<file path="src/rtl/pipe_pkg.sv">
// Shared definitions for pipeline stage buffers of the rv32i core:
// stage FSM encoding, IF/ID payload layout and the architectural NOP.
package pipe_pkg;

    typedef enum logic [1:0] {
        ST_EMPTY = 2'd0,
        ST_FULL  = 2'd1,
        ST_SKID  = 2'd2
    } state_e;

    // IF/ID payload layout: {pc_current, inst, pc_next}
    localparam int unsigned PC_CUR_LSB  = 64;
    localparam int unsigned INST_LSB    = 32;
    localparam int unsigned PC_NEXT_LSB = 0;

    localparam logic [31:0] NOP_INST = 32'h0000_0013;

    function automatic logic [95:0] ifid_pack(
        input logic [31:0] pc_cur,
        input logic [31:0] inst,
        input logic [31:0] pc_next
    );
        logic [95:0] p;
        p = '0;
        p[PC_CUR_LSB  +: 32] = pc_cur;
        p[INST_LSB    +: 32] = inst;
        p[PC_NEXT_LSB +: 32] = pc_next;
        return p;
    endfunction

    function automatic logic [1:0] state_occupancy(input state_e s);
        case (s)
            ST_FULL: return 2'd1;
            ST_SKID: return 2'd2;
            default: return 2'd0;
        endcase
    endfunction

endpackage

</file>
<file path="src/rtl/pipe_stage_buf_sat_counter.sv">
// Saturating up-counter for performance statistics; holds at all-ones,
// synchronous clear via reset or the clear input.
module sat_counter #(
    parameter int unsigned WIDTH = 16
) (
    input  logic             clk,
    input  logic             rstn,
    input  logic             clear,
    input  logic             inc,
    output logic [WIDTH-1:0] count
);

    always_ff @(posedge clk) begin
        if (!rstn || clear) begin
            count <= '0;
        end else if (inc && (count != '1)) begin
            count <= count + WIDTH'(1);
        end
    end

endmodule

</file>
<file path="src/rtl/pipe_stage_buf.sv">
// Valid/ready pipeline stage register with optional skid entry, flush with
// bubble injection, and a saturating stall-cycle counter.
module pipe_stage_buf
    import pipe_pkg::*;
#(
    parameter int unsigned          DATA_W  = 96,
    parameter bit                   SKID_EN = 1'b1,
    parameter logic [DATA_W-1:0]    BUBBLE  = '0,
    parameter int unsigned          CNT_W   = 16
) (
    input  logic              clk,
    input  logic              rstn,
    input  logic              flush,
    input  logic              in_valid,
    output logic              in_ready,
    input  logic [DATA_W-1:0] in_data,
    output logic              out_valid,
    input  logic              out_ready,
    output logic [DATA_W-1:0] out_data,
    output logic [1:0]        occupancy,
    output logic [CNT_W-1:0]  stall_cnt
);

    state_e            state, state_nxt;
    logic [DATA_W-1:0] main_q, main_nxt;
    logic [DATA_W-1:0] skid_q, skid_nxt;
    logic              valid_q;
    logic              in_fire, out_fire;
    logic              stall_inc;

    // With the skid entry, in_ready depends on registered state only.
    always_comb begin
        if (SKID_EN) begin
            in_ready = (state != ST_SKID);
        end else begin
            in_ready = !valid_q || out_ready;
        end
    end

    assign in_fire  = in_valid && in_ready;
    assign out_fire = valid_q && out_ready;

    always_comb begin
        state_nxt = state;
        main_nxt  = main_q;
        skid_nxt  = skid_q;
        if (flush) begin
            state_nxt = ST_EMPTY;
            main_nxt  = BUBBLE;
            skid_nxt  = BUBBLE;
        end else begin
            case (state)
                ST_EMPTY: begin
                    if (in_fire) begin
                        state_nxt = ST_FULL;
                        main_nxt  = in_data;
                    end
                end
                ST_FULL: begin
                    if (in_fire && out_fire) begin
                        main_nxt = in_data;
                    end else if (in_fire) begin
                        // Only reachable with a skid entry; without it in_ready is low here.
                        if (SKID_EN) begin
                            state_nxt = ST_SKID;
                            skid_nxt  = in_data;
                        end
                    end else if (out_fire) begin
                        state_nxt = ST_EMPTY;
                    end
                end
                ST_SKID: begin
                    if (out_fire) begin
                        state_nxt = ST_FULL;
                        main_nxt  = skid_q;
                    end
                end
                default: begin
                    state_nxt = ST_EMPTY;
                end
            endcase
        end
    end

    always_ff @(posedge clk) begin
        if (!rstn) begin
            state   <= ST_EMPTY;
            valid_q <= 1'b0;
            main_q  <= BUBBLE;
            skid_q  <= BUBBLE;
        end else begin
            state   <= state_nxt;
            valid_q <= (state_nxt != ST_EMPTY);
            main_q  <= main_nxt;
            skid_q  <= skid_nxt;
        end
    end

    assign out_valid = valid_q;
    assign out_data  = main_q;
    assign occupancy = state_occupancy(state);

    assign stall_inc = valid_q && !out_ready && !flush;

    sat_counter #(
        .WIDTH (CNT_W)
    ) u_stall_cnt (
        .clk   (clk),
        .rstn  (rstn),
        .clear (1'b0),
        .inc   (stall_inc),
        .count (stall_cnt)
    );

endmodule

</file>
<file path="config.mk">
export PLATFORM = sky130hd
export DESIGN_NAME = pipe_stage_buf
export DESIGN_NICKNAME = d
export VERILOG_FILES = /design/src/rtl/pipe_pkg.sv /design/src/rtl/pipe_stage_buf_sat_counter.sv /design/src/rtl/pipe_stage_buf.sv
export SDC_FILE = /design/constraint.sdc
export NUM_CORES = 1
export LEC_CHECK = 0
export CORE_MARGIN = 1
export CORE_UTILIZATION = 40
export DETAILED_ROUTE_END_ITERATION = 10
export PLACE_DENSITY = 0.69
export REMOVE_ABC_BUFFERS = 1
export SYNTH_ARGS = -nofsm -noshare
export SYNTH_HDL_FRONTEND = slang
export SYNTH_HIERARCHICAL = 1
export SYNTH_SLANG_ARGS = --single-unit
export TNS_END_PERCENT = 100
</file>
<file path="constraint.sdc">
create_clock -name clk -period 2.2 [get_ports clk]
set_input_delay 0.22 -clock clk [delete_from_list [all_inputs] [get_ports clk]]
set_output_delay 0.22 -clock clk [all_outputs]
set_load 0.05 [all_outputs]
</file>
; Word level (Yosys, flattened, before mapping)
; Index checks and enable logic that the tools add are counted.
[word_totals]
register_bits = 211
input_bits = 101
out_inout_bits = 116
word_cells = 41
[classes]
addsub = 1
n_eq_ne = 7
muxes = 12
n_bitwise = 2
reduce_logical = 14
[op_table]
columns = operator, n
row1 = 2-to-1 mux 96 bit, 3
row2 = one-hot mux 96 bit (3 select lines), 1
row3 = adder 16 x 1 -> 16 bit (second input constant), 1
row4 = != test 16 bit (second input constant), 1
row5 = 2-to-1 mux 2 bit, 6
row6 = != test 2 bit (second input constant), 4
row7 = logical AND 1 bit, 6
row8 = one-hot mux 2 bit (3 select lines), 1
row9 = one-hot mux 2 bit (2 select lines), 1
row10 = AND reduction 4 bit, 1
row11 = AND reduction 3 bit, 1
row12 = nonzero test 3 bit, 1
row13 = equality test 2 x 1 -> 1 bit (second input constant), 1
row14 = equality test 2 bit (second input constant), 1
row15 = logical NOT 1 bit, 2
row16 = logical NOT 2 bit, 1
row17 = inverter 1 bit, 2
row18 = nonzero test 2 bit, 1
row19 = OR reduction 2 bit, 1

; Logic depth before layout (Yosys ltp)
[depth]
ltp_word = 7
depth_mapped = 8

; Hierarchy
; Netlist, hierarchy kept.
[by_module_without_submodules]
columns = mod, n_inst, cells_per_inst, area_each_um2, seq_area_each_um2
row1 = pipe_stage_buf, 1, 912, 8474.4, 3903.7
row2 = sat_counter, 1, 94, 862.1, 320.3

; Worst setup path before layout
; Ideal clock, no wire load.
[synth_path]
kind = reg-to-reg
start = reg valid_q, in the netlist out_valid
end = reg u_stall_cnt.count[7]
arrival_ns = 2.112
required_ns = 2.129
slack_ns = 0.017
path_stages_with_launch = 6
synth_period_minus_slack_ns = 2.183
cell_sequence = dfxtp_1 > nor3b_1 > and3_2 > nand3_1 > or4_1 > a21oi_1
[synth_via]
elab_chain_len = 3
[synth_rtl]
columns = item, line
row1 = start: declaration, pipe_stage_buf.sv:27  ; logic valid_q;
row2 = start signal: assignment, pipe_stage_buf.sv:93  ; valid_q <= (state_nxt != ST_EMPTY);
row3 = logical AND 1 bit (2 in series), pipe_stage_buf.sv:103  ; assign stall_inc = valid_q && !out_ready && !flush;
row4 = net stall_inc, pipe_stage_buf.sv:29  ; logic stall_inc;
row5 = logical AND 1 bit, pipe_stage_buf_sat_counter.sv:16  ; end else if (inc && (count != '1)) begin
row6 = end signal: assignment, pipe_stage_buf_sat_counter.sv:17  ; count <= count + WIDTH'(1);
row7 = end: declaration, pipe_stage_buf_sat_counter.sv:10  ; output logic [WIDTH-1:0] count
; The timed path passes the listed nets, and every way through them passes these cells.
; A chain may end at the register's enable or synchronous reset.

; Worst setup path after layout
[layout_path]
start = reg u_stall_cnt.count[2]
end = out stall_cnt[2]
[layout_rtl]
columns = item, line
row1 = end: declaration, pipe_stage_buf.sv:21  ; output logic [CNT_W-1:0] stall_cnt
; No word-level cell between the ends.

==> summary.md <==
| Metric | Value |
|---|---|
| CTS-repair resized insts | `1` |
| Share of cells above drive strength 1 | `0.113` |
| Die width | `155 µm` |
| Row Count | `55` |
| Area grow syn2layout | `36.0%` |
| Crit path depth | `1` |
| Final Hold Viols | `0` |
| Antenna-violating nets left | `0` |
| Hold Path Class | `in2reg` |
| ANT cells | `0` |
| Placed instance count | `1450` |
| Post-synthesis sequential area ratio | `0.452` |
| PD cells | `746 nW/µm²` |
| Initial antenna violation count | `0` |
| Fin cells | `1492` |
| CTS buffer count | `23` |
| Die ar. | `24000 µm²` |
| Aggregate global routing overflow | `0` |
| R2r worst-path depth | `5` |
| Drt first-iter violations | `503` |
| Max Clock Skew | `10.1 ps` |
| Ports | `217` |
| Clock transition at the registers of the reported paths | `60 ps` |
| Max stage delay on crit path | `870 ps` |
| First-pass GRT wire length | `44.1 mm` |
| Fin crit share | `0.958` |
| WP data required | `1980 ps` |
| Headroom to the max-slew limit | `0.578` |
| R2r endpoint | `out_data[33]$_SDFFE_PP0P_` |
| Top FF cell, synth | `dfxtp_1` |
| CP startpoint kind | `flop` |
| Syn avg cell area | `9.28 µm²` |
| Worst EP arrival | `1890 ps` |
| Leak pwr | `4.83 nW` |
| Max VDD drop | `0.535 mV` |
| CTS Hold Buffers Added | `0` |
| CP endpoint kind | `primary output` |
| Mean routed wirelength per cell | `18.7 µm` |
| CP bufs+invs | `1` |
| Worst hold margin | `292 ps` |
| Final Cell Area | `12700 µm²` |
| CTS root buf | `clkbuf_16` |
| Reg-to-Reg Start | `out_valid$_SDFF_PN0_` |
| Vias in the first global route | `8153` |
| Pins Over Slew Limit | `0` |
| Critical path peak fanout | `9` |
| Fraction of registers with async set/reset | `0` |
| YS warnings | `6` |
| Port Buffer Count | `216` |
| Synth Instances | `1006` |
| Htree depth | `1` |
| Die Height | `155 µm` |
| Final setup violation count | `0` |
| Routed vias/inst | `5.78` |
| Min cycle time layout | `2110 ps` |
| Clock Latency Late Sink | `510 ps` |
| Core area | `22800 µm²` |
| Clk buf depth | `3` |
| WL final | `27.9 mm` |
| Crit path kind | `reg2out` |
| Via count | `8623` |
| Max Cap Viol | `0` |
| Crit path cell chain | `clkdlybuf4s50_1` |
| CTS tree | `built` |
| Synthesized flop and latch total | `211` |
| Register-to-register setup slack | `360 ps` |
| Delay-heaviest family, CP | `buffers and inverters` |
| Worst setup startpoint | `u_stall_cnt/count[2]$_SDFFE_PP0P_` |
| Worst slew pin tran | `632 ps` |
| Setup crit end | `stall_cnt[2]` |
| Initial Utilization | `0.410` |
| # DRC | `0` |
| Largest net degree at the start of global routing | `97` |
| Setup TNS | `0 ps` |
| RSZ-0062 raised after global routing | `false` |
| Synth unique cells | `51` |
| Post-Place Cell Area | `11900 µm²` |
| Outcome | `finished clean` |
| Number of flops mapped to enable cells by yosys | `0` |
| Tot GR Track Use | `0.225` |
| GP Congestion | `0.806` |
| Critical-path top delay cell | `clkdlybuf4s50_1` |
| Clk sink count | `211` |
| DRT Pass-1 Iters | `5` |
| Fmax | `0.474 GHz` |
| Final HPWL DP | `15.9 mm` |
| Post CTS Setup Buffer Count | `0` |
| NumNets Final | `1264` |
| Cell Area, Synth | `9340 µm²` |
where the power goes:
group / switching, mW / total (mW) / internal (mW)
logic: 0.928 / 1.50 / 0.569
clock network: 1.55 / 3.98 / 2.43
registers: 0.0680 / 4.00 / 3.93
total: 2.55 / 9.47 / 6.93
placed cells by master (no fill, tap or decap), types with 3 or more instances in the layout:
| cell type | instances |
|---|---|
| a211oi_1 | 56 |
| a211oi_2 | 40 |
| a21oi_1 | 103 |
| a31oi_1 | 4 |
| and2_1 | 3 |
| and4_1 | 4 |
| buf_12 | 17 |
| buf_4 | 19 |
| clkbuf_1 | 4 |
| clkbuf_16 | 23 |
| clkbuf_8 | 8 |
| clkdlybuf4s50_1 | 213 |
| clkinv_2 | 4 |
| dfxtp_1 | 211 |
| mux2i_1 | 96 |
| nand2_1 | 9 |
| nand3_1 | 102 |
| nand4_2 | 3 |
| nor2_1 | 5 |
| nor4_1 | 96 |
| o21ai_0 | 100 |
| o21ai_1 | 3 |
| o311ai_1 | 3 |
| o31ai_1 | 4 |
| o41ai_1 | 3 |
| or4_1 | 4 |
cell type report:
cell class / instances / area (µm²)
Tap cell: 313 / 392
Inverter: 2 / 7.51
Timing Repair Buffer: 250 / 2620
Multi-Input combinational cell: 674 / 4660
Fill cell: 2015 / 10100
Clock inverter: 7 / 88.8
Clock buffer: 35 / 701
Sequential cell: 211 / 4220
worst reg2reg max path, cell delays in order (launching register included):
cell,delay (ps)
dfxtp_1,320
buf_4,170
and4b_4,200
buf_12,170
nor4_1,730
a211oi_2,110
registers in the layout (all words and copies together), names as in the netlist:
register / count
u_stall_cnt/count: 16
out_data: 96
state: 2
out_valid: 1
skid_q: 96
cell families (layout without fill, tap and decap cells):
| logic type | count (synthesis) | in the layout | share of synthesized area |
|---|---|---|---|
| DFF | 211 | 211 | 0.452 |
| muxes | 96 | 96 | 0.103 |
| other | 1 | 2 | 0.000402 |
| AOI/OAI and AO/OA | 325 | 325 | 0.230 |
| and+or+nand+nor | 249 | 249 | 0.158 |
| xor gates and xnor gates | 1 | 1 | 0.000938 |
| adders and majority gates | 1 | 1 | 0.00134 |
| buffers and inverters | 122 | 294 | 0.0544 |
metal layers:
layer  wire (µm)  vias up  share of wire  global-route usage
met5           0        -              0                   0
met4         618        0          0.022              0.0608
met3        1820       46          0.065              0.0541
met2       13200      253           0.47               0.369
met1       12200     4172           0.44               0.295
li1            -     4152              -                   -
through the flow:
step | utilization | power, mW | worst slack [ps]
after floorplan | - | 4.94 | -3810
after global placement | 0.523 | 5.57 | 114
after detailed placement | 0.523 | 5.58 | 84.0
after CTS | 0.558 | 9.57 | 59.8
after global routing | 0.558 | 9.83 | 15.4
final | 0.558 | 9.47 | 92.4
synthesized netlist by cell type (2+ instances only):
library cell    n  area [µm²]
a211oi_2       40         500
dfxtp_1       211        4220
a31oi_1         4        25.0
o311ai_1        3        26.3
a211oi_1       56         420
o41ai_1         3        26.3
nand2b_1        4        25.0
nand3_1       102         510
buf_6           5        56.3
a21oi_1       103         515
and4b_1         2        20.0
buf_1           3        11.3
or4_1           4        30.0
o31ai_1         4        30.0
clkbuf_1      104         390
buf_2           7        35.0
nand2_1         9        33.8
mux2i_1        96         961
nand4_1         2        12.5
nand4_2         3        37.5
or3_1           3        18.8
and2_1          3        18.8
nor4_1         96         601
o21ai_1         3        15.0
and4_1          4        35.0
inv_1           2        7.51
nor2_1          5        18.8
nor2b_1         3        18.8
o21ai_0       100         500
worst min-delay path by stage:
stage / to / cells past startpoint / start
CTS: skid_q[85]$_SDFFE_PP0P_ / 3 / in_data[85]
detailed placement: skid_q[61]$_SDFFE_PP0P_ / 2 / skid_q[61]$_SDFFE_PP0P_
global placement: skid_q[24]$_SDFFE_PP0P_ / 2 / skid_q[24]$_SDFFE_PP0P_
global route: skid_q[85]$_SDFFE_PP0P_ / 3 / in_data[85]
floorplan: state[1]$_SDFF_PN0_ / 1 / out_ready
finish: skid_q[85]$_SDFFE_PP0P_ / 3 / in_data[85]
(Power assumes the default switching activity.)
